`src/rtl/filter_pkg.sv`:
```
// -----------------------------------------------------------------------------
// filter_pkg
// Shared constants and helpers for the bitstream decimation filter.
//   OUT_W          : width of the decimated output sample (fixed at 8)
//   DECIM_DEFAULT  : default number of input bits per output sample
//   clog2()        : constant function used to size the phase counter
// -----------------------------------------------------------------------------
package filter_pkg;

  localparam int OUT_W         = 8;
  localparam int DECIM_DEFAULT = 255;

  // Number of bits needed to hold values 0..v-1 (0 for v <= 1).
  function automatic int clog2(input int v);
    int r;
    int x;
    r = 0;
    x = v - 1;
    for (int i = 0; i < 32; i++) begin
      if (x > 0) begin
        r++;
        x = x >> 1;
      end
    end
    return r;
  endfunction

endpackage

```
`src/rtl/filter_accum.sv`:
```
// -----------------------------------------------------------------------------
// filter_accum
// Integrate-and-dump counter over contiguous windows of DECIM input bits.
// Parameters:
//   DECIM : input bits per window, legal range 2..255
// Ports:
//   CLK   in   clock, rising edge
//   RST   in   asynchronous active-high reset (clears phase and accumulator)
//   IN    in   serial bitstream, one bit per clock
//   cnt   out  running count of ones including the current bit (acc + IN)
//   dump  out  high during the last bit of each window; cnt is then the
//              complete window count
// -----------------------------------------------------------------------------
module filter_accum
  import filter_pkg::*;
#(
  parameter int DECIM = DECIM_DEFAULT
) (
  input  logic             CLK,
  input  logic             RST,
  input  logic             IN,
  output logic [OUT_W-1:0] cnt,
  output logic             dump
);

  localparam int PH_W = (clog2(DECIM) < 1) ? 1 : clog2(DECIM);
  localparam logic [PH_W-1:0] PH_LAST = PH_W'(DECIM - 1);

  logic [PH_W-1:0]  ph_p0;
  logic [OUT_W-1:0] acc_p0;

  // DECIM <= 255 keeps acc + IN inside 8 bits, so no carry is needed.
  assign cnt  = acc_p0 + {{(OUT_W-1){1'b0}}, IN};
  assign dump = (ph_p0 == PH_LAST);

  // ---- stage p0: phase counter and accumulator ----
  always_ff @(posedge CLK or posedge RST) begin
    if (RST) begin
      ph_p0  <= '0;
      acc_p0 <= '0;
    end else if (dump) begin
      ph_p0  <= '0;
      acc_p0 <= '0;
    end else begin
      ph_p0  <= ph_p0 + 1'b1;
      acc_p0 <= cnt;
    end
  end

endmodule

```
`src/rtl/filter.sv`:
```
// -----------------------------------------------------------------------------
// filter
// Bitstream filter and decimator: sinc1 (integrate-and-dump) over windows of
// DECIM input bits, producing one 8-bit sample per window. The sample is
// registered on the edge that samples the last bit of a window and held until
// the next window completes.
// Parameters:
//   DECIM : input bits per output sample, 2..255
//   OUT_W : output width, must be 8
// Ports:
//   CLK   in   clock, rising edge
//   RST   in   asynchronous active-high reset (OUT=0, partial window dropped)
//   IN    in   serial bitstream, sampled every rising edge
//   OUT   out  most recent decimated sample
// Build option:
//   FILTER_AVG2_EN : when defined, OUT is the 2-tap average of the current
//                    and previous window counts, (cnt + prev) >> 1.
// -----------------------------------------------------------------------------
module filter
  import filter_pkg::*;
#(
  parameter int DECIM = DECIM_DEFAULT,
  parameter int OUT_W = 8
) (
  input  logic             CLK,
  input  logic             RST,
  input  logic             IN,
  output logic [OUT_W-1:0] OUT
);

  if (OUT_W != filter_pkg::OUT_W) begin : g_bad_out_w
    $error("filter: OUT_W must be 8");
  end
  if (DECIM < 2 || DECIM > 255) begin : g_bad_decim
    $error("filter: DECIM must be in 2..255");
  end

  logic [OUT_W-1:0] cnt_p0;
  logic             dump_p0;

  filter_accum #(
    .DECIM (DECIM)
  ) u_accum (
    .CLK  (CLK),
    .RST  (RST),
    .IN   (IN),
    .cnt  (cnt_p0),
    .dump (dump_p0)
  );

`ifdef FILTER_AVG2_EN
  logic [OUT_W-1:0] prev_p1;

  // Mean of two window counts; the 9-bit sum is truncated, not rounded.
  function automatic logic [OUT_W-1:0] avg2(input logic [OUT_W-1:0] a,
                                            input logic [OUT_W-1:0] b);
    logic [OUT_W:0] s;
    s = {1'b0, a} + {1'b0, b};
    return s[OUT_W:1];
  endfunction

  // ---- stage p1: averaged output and previous-count register ----
  always_ff @(posedge CLK or posedge RST) begin
    if (RST) begin
      OUT     <= '0;
      prev_p1 <= '0;
    end else if (dump_p0) begin
      OUT     <= avg2(cnt_p0, prev_p1);
      prev_p1 <= cnt_p0;
    end
  end
`else
  // ---- stage p1: output register ----
  always_ff @(posedge CLK or posedge RST) begin
    if (RST) begin
      OUT <= '0;
    end else if (dump_p0) begin
      OUT <= cnt_p0;
    end
  end
`endif

endmodule

```
`config.mk`:
```
export PLATFORM = sky130hd
export DESIGN_NAME = filter
export DESIGN_NICKNAME = d
export VERILOG_FILES = /design/src/rtl/filter_pkg.sv /design/src/rtl/filter_accum.sv /design/src/rtl/filter.sv
export SDC_FILE = /design/constraint.sdc
export NUM_CORES = 1
export LEC_CHECK = 0
export CAP_MARGIN = 40
export CORE_ASPECT_RATIO = 1.5
export CORE_MARGIN = 3
export CORE_UTILIZATION = 50
export DETAILED_ROUTE_END_ITERATION = 10
export PLACE_DENSITY = 0.72
export SETUP_SLACK_MARGIN = 0.2
export SYNTH_ARGS = -nofsm -noshare
export SYNTH_HDL_FRONTEND = slang
export SYNTH_SLANG_ARGS = --single-unit
```
`constraint.sdc`:
```
create_clock -name CLK -period 3.1 [get_ports CLK]
set_input_delay 0.465 -clock CLK [delete_from_list [all_inputs] [get_ports CLK]]
set_output_delay 0.465 -clock CLK [all_outputs]
set_load 0.02 [all_outputs]
```
==> results.py <==
metrics = {
    "cells_and_area": {
        "drive_gt1_share_pct": 9.35,
        "final_core_util_pct": 61.2,
        "stdcell_count": 129,
        "fill_cells": 177,
        "seq_area_um2": 601,
        "final_nets": 115,
        "diodes": 0,
        "fin_area_um2": 1250,
        "area_growth_pct": 16.1,
        "multiInputGateArea_um2": 435,
    },
    "detailed_routing": {
        "vias": 760,
        "drtIter0Drc": 20,
        "drt-total-wl_um": 1790,
        "wl_met1_um": 735,
        "drc": 0,
        "met3_wirelength_um": 60,
        "dr.max_layer_used": "met4",
        "drtPass1Iterations": 4,
        "viasPerCell": 5.89,
        "wl_met2_um": 948,
        "routedWlPerCell_um": 13.9,
        "antenna_left": 0,
    },
    "timing": {
        "setup_tns_ns": 0,
        "finalHoldViolations": 0,
        "fin_crit_sh_pct": 59.1,
        "worst_pin_slew_ns": 0.245,
        "maxSlewViolCount": 0,
        "setup_viol": 0,
        "hold_ws_ns": 0.337,
        "rsz0062_at_grt": "no",
        "max_clock_freq_mhz": 546,
        "slew_headroom_pct": 83.4,
        "worst_clock_skew_ns": 0.00643,
        "min_period_ns": 1.83,
    },
    "logic_synthesis": {
        "synth_top_area_share_pct": 55.6,
        "synth_commonest_cells": "dfrtp_1 (24), a21oi_1 (9), nand3_1 (6), nor2_1 (6), o21ai_0 (6)",
        "syn_nets": 102,
        "synthFlopType": "dfrtp_1",
        "ys_ff_latch": 24,
        "ys_seq_area_share_pct": 55.6,
        "synth.avg_cell_area_um2": 11.4,
        "async_reset_ff_share_pct": 100,
        "synth_top_area_cell": "dfrtp_1",
        "synth_cells": 95,
        "synth_warnings": 0,
        "synth_edf_count": 0,
        "ys_top_cells_by_area": "dfrtp_1 (56%), ha_1 (4.6%), a21oi_1 (4.2%)",
        "synth_cell_types": 23,
        "synth_most_common_cell": "dfrtp_1",
        "syn_area_um2": 1080,
    },
    "pwr": {
        "power.leakage_nw": 0.537,
        "swShare_pct": 25.5,
        "pwr-share-clk_pct": 30.2,
        "combPwrFrac_pct": 15.8,
        "vdd_drop_max_mv": 0.411,
        "power_density_nw_per_um2": 583,
        "power.switching_mw": 0.187,
        "p_int_mw": 0.545,
        "pwr-share-seq_pct": 54.0,
    },
    "clocking": {
        "ctsResizeCount": 0,
        "htreeDepth": 1,
        "clock_sinks": 24,
        "postCtsSetupBuffers": 0,
        "path_clk_slew_ns": 0.13,
        "cts_tree": "yes",
        "cts_buffer_depth": 2,
        "insertion_delay_ns": 0.32,
        "cts_hold_buf": 0,
        "cts_buffers": 3,
        "cts_root_buf": "clkbuf_4",
    },
    "critical_path": {
        "reg2reg_slack_ns": 1.27,
        "r2r-end": "OUT[3]",
        "cp-start-kind": "register",
        "crit_type": "register to register",
        "reg2reg_depth": 5,
        "path_max_fanout": 21,
        "cp-end-kind": "register",
        "timing.rr.start": "u_accum.ph_p0[0]",
        "required_ns": 3.32,
        "critPathArrivalTime_ns": 2.05,
        "worstSetupStartpoint": "u_accum.ph_p0[0]",
    },
    "floorplanning": {
        "initial_core_util_pct": 52.7,
        "fp.coreArea_um2": 2050,
        "io_pins": 11,
        "die_x_um": 44.0,
        "die_y_um": 63.0,
        "rows": 20,
        "die_area_um2": 2770,
    },
    "placement": {
        "gp_congestion": 0.878,
        "dpl_cell_area_um2": 1200,
        "portBuffers": 10,
        "post-dp-hpwl_um": 1330,
        "dpl.cell_count": 125,
    },
    "global_routing": {
        "antenna_found_initial": 0,
        "grt_use_total_pct": 15.3,
        "grt_pass1_vias": 764,
        "grt_start_max_net_pins": 23,
        "grt_pass1_wl_um": 3230,
        "overflow": 0,
    },
    "hold_path": {
        "hold_class": "input port to async pin",
    },
    "run": {
        "maxCapViolCount": 0,
    },
    "status": {
        "status": "finished clean",
    },
}
[through the flow]
stage          worst slack (ns)  total power, mW
2_1_floorplan              1.51            0.483
3_3_place_gp               1.15            0.508
3_5_place_dp               1.10            0.517
4_1_cts                    1.28            0.739
5_1_grt                    1.14            0.776
6_report                   1.27            0.731
[worst max-delay path by stage]
| stage | to | slack [ns] |
|---|---|---|
| after floorplan | OUT[0] | 1.51 |
| after global placement | OUT[6] | 1.15 |
| after detailed placement | OUT[6] | 1.10 |
| after CTS | OUT[2] | 1.28 |
| after global routing | OUT[2] | 1.14 |
| final | OUT[3] | 1.27 |
[sequential cells by signal, indices dropped and copies added, names as in the netlist]
signal,flops
OUT,8
u_accum.acc_p0,8
u_accum.ph_p0,8
[layer usage]
metal | vias to the layer above | track usage (%)
met5 | - | 0
met4 | 0 | 10.2
met3 | 5 | 2.31
met2 | 14 | 24.3
met1 | 376 | 18.5
li1 | 365 | -
[cell families after synthesis]
logic type,after synthesis,share of synthesized area (%)
compound gates,23,12.3
xor+xnor,6,4.86
fa+ha+maj,4,4.63
buf+inv,6,4.17
flops,24,55.6
mux,4,4.86
simple gates,28,13.7
[power groups by stage]
| stage | Clock (mW) | Sequential [mW] | Combinational (mW) |
|---|---|---|---|
| finish | 0.221 | 0.395 | 0.115 |
| global route | 0.238 | 0.403 | 0.136 |
| CTS | 0.226 | 0.395 | 0.118 |
| detailed placement | 0 | 0.400 | 0.117 |
| global placement | 0 | 0.399 | 0.108 |
| floorplan | 0 | 0.392 | 0.0903 |
[worst max-delay path: stages, from the launching register on]
cell and delay, ns:
dfrtp_1 0.47, inv_1 0.10, ha_1 0.22, and3_1 0.26, and2_4 0.32, mux2_2 0.36
[cells in the final DEF, fill, tap and decap left out, drive strengths merged]
cell type / n
clkbuf: 3
dfrtp: 24
inv: 3
o31ai: 2
nand3: 6
xor2: 4
and3: 1
a32oi: 1
o21ai: 6
o41ai: 1
nand4: 2
mux2: 4
nor2: 6
bufinv: 1
buf: 1
ha: 4
and4: 1
and2: 1
nor2b: 4
a31oi: 4
xnor2: 2
a21oi: 9
clkdlybuf4s50: 10
or3: 3
nand2: 4
[final cells by class]
| cell class | count | area share, % |
|---|---|---|
| inverter | 3 | 0.897 |
| clock buffer | 3 | 1.79 |
| tap | 22 | 2.19 |
| timing repair buffer | 11 | 10.2 |
| clock inverter | 1 | 2.39 |
| multi-input combinational | 65 | 34.7 |
| sequential | 24 | 47.9 |
No activity file was read; power rests on OpenSTA's default activity.
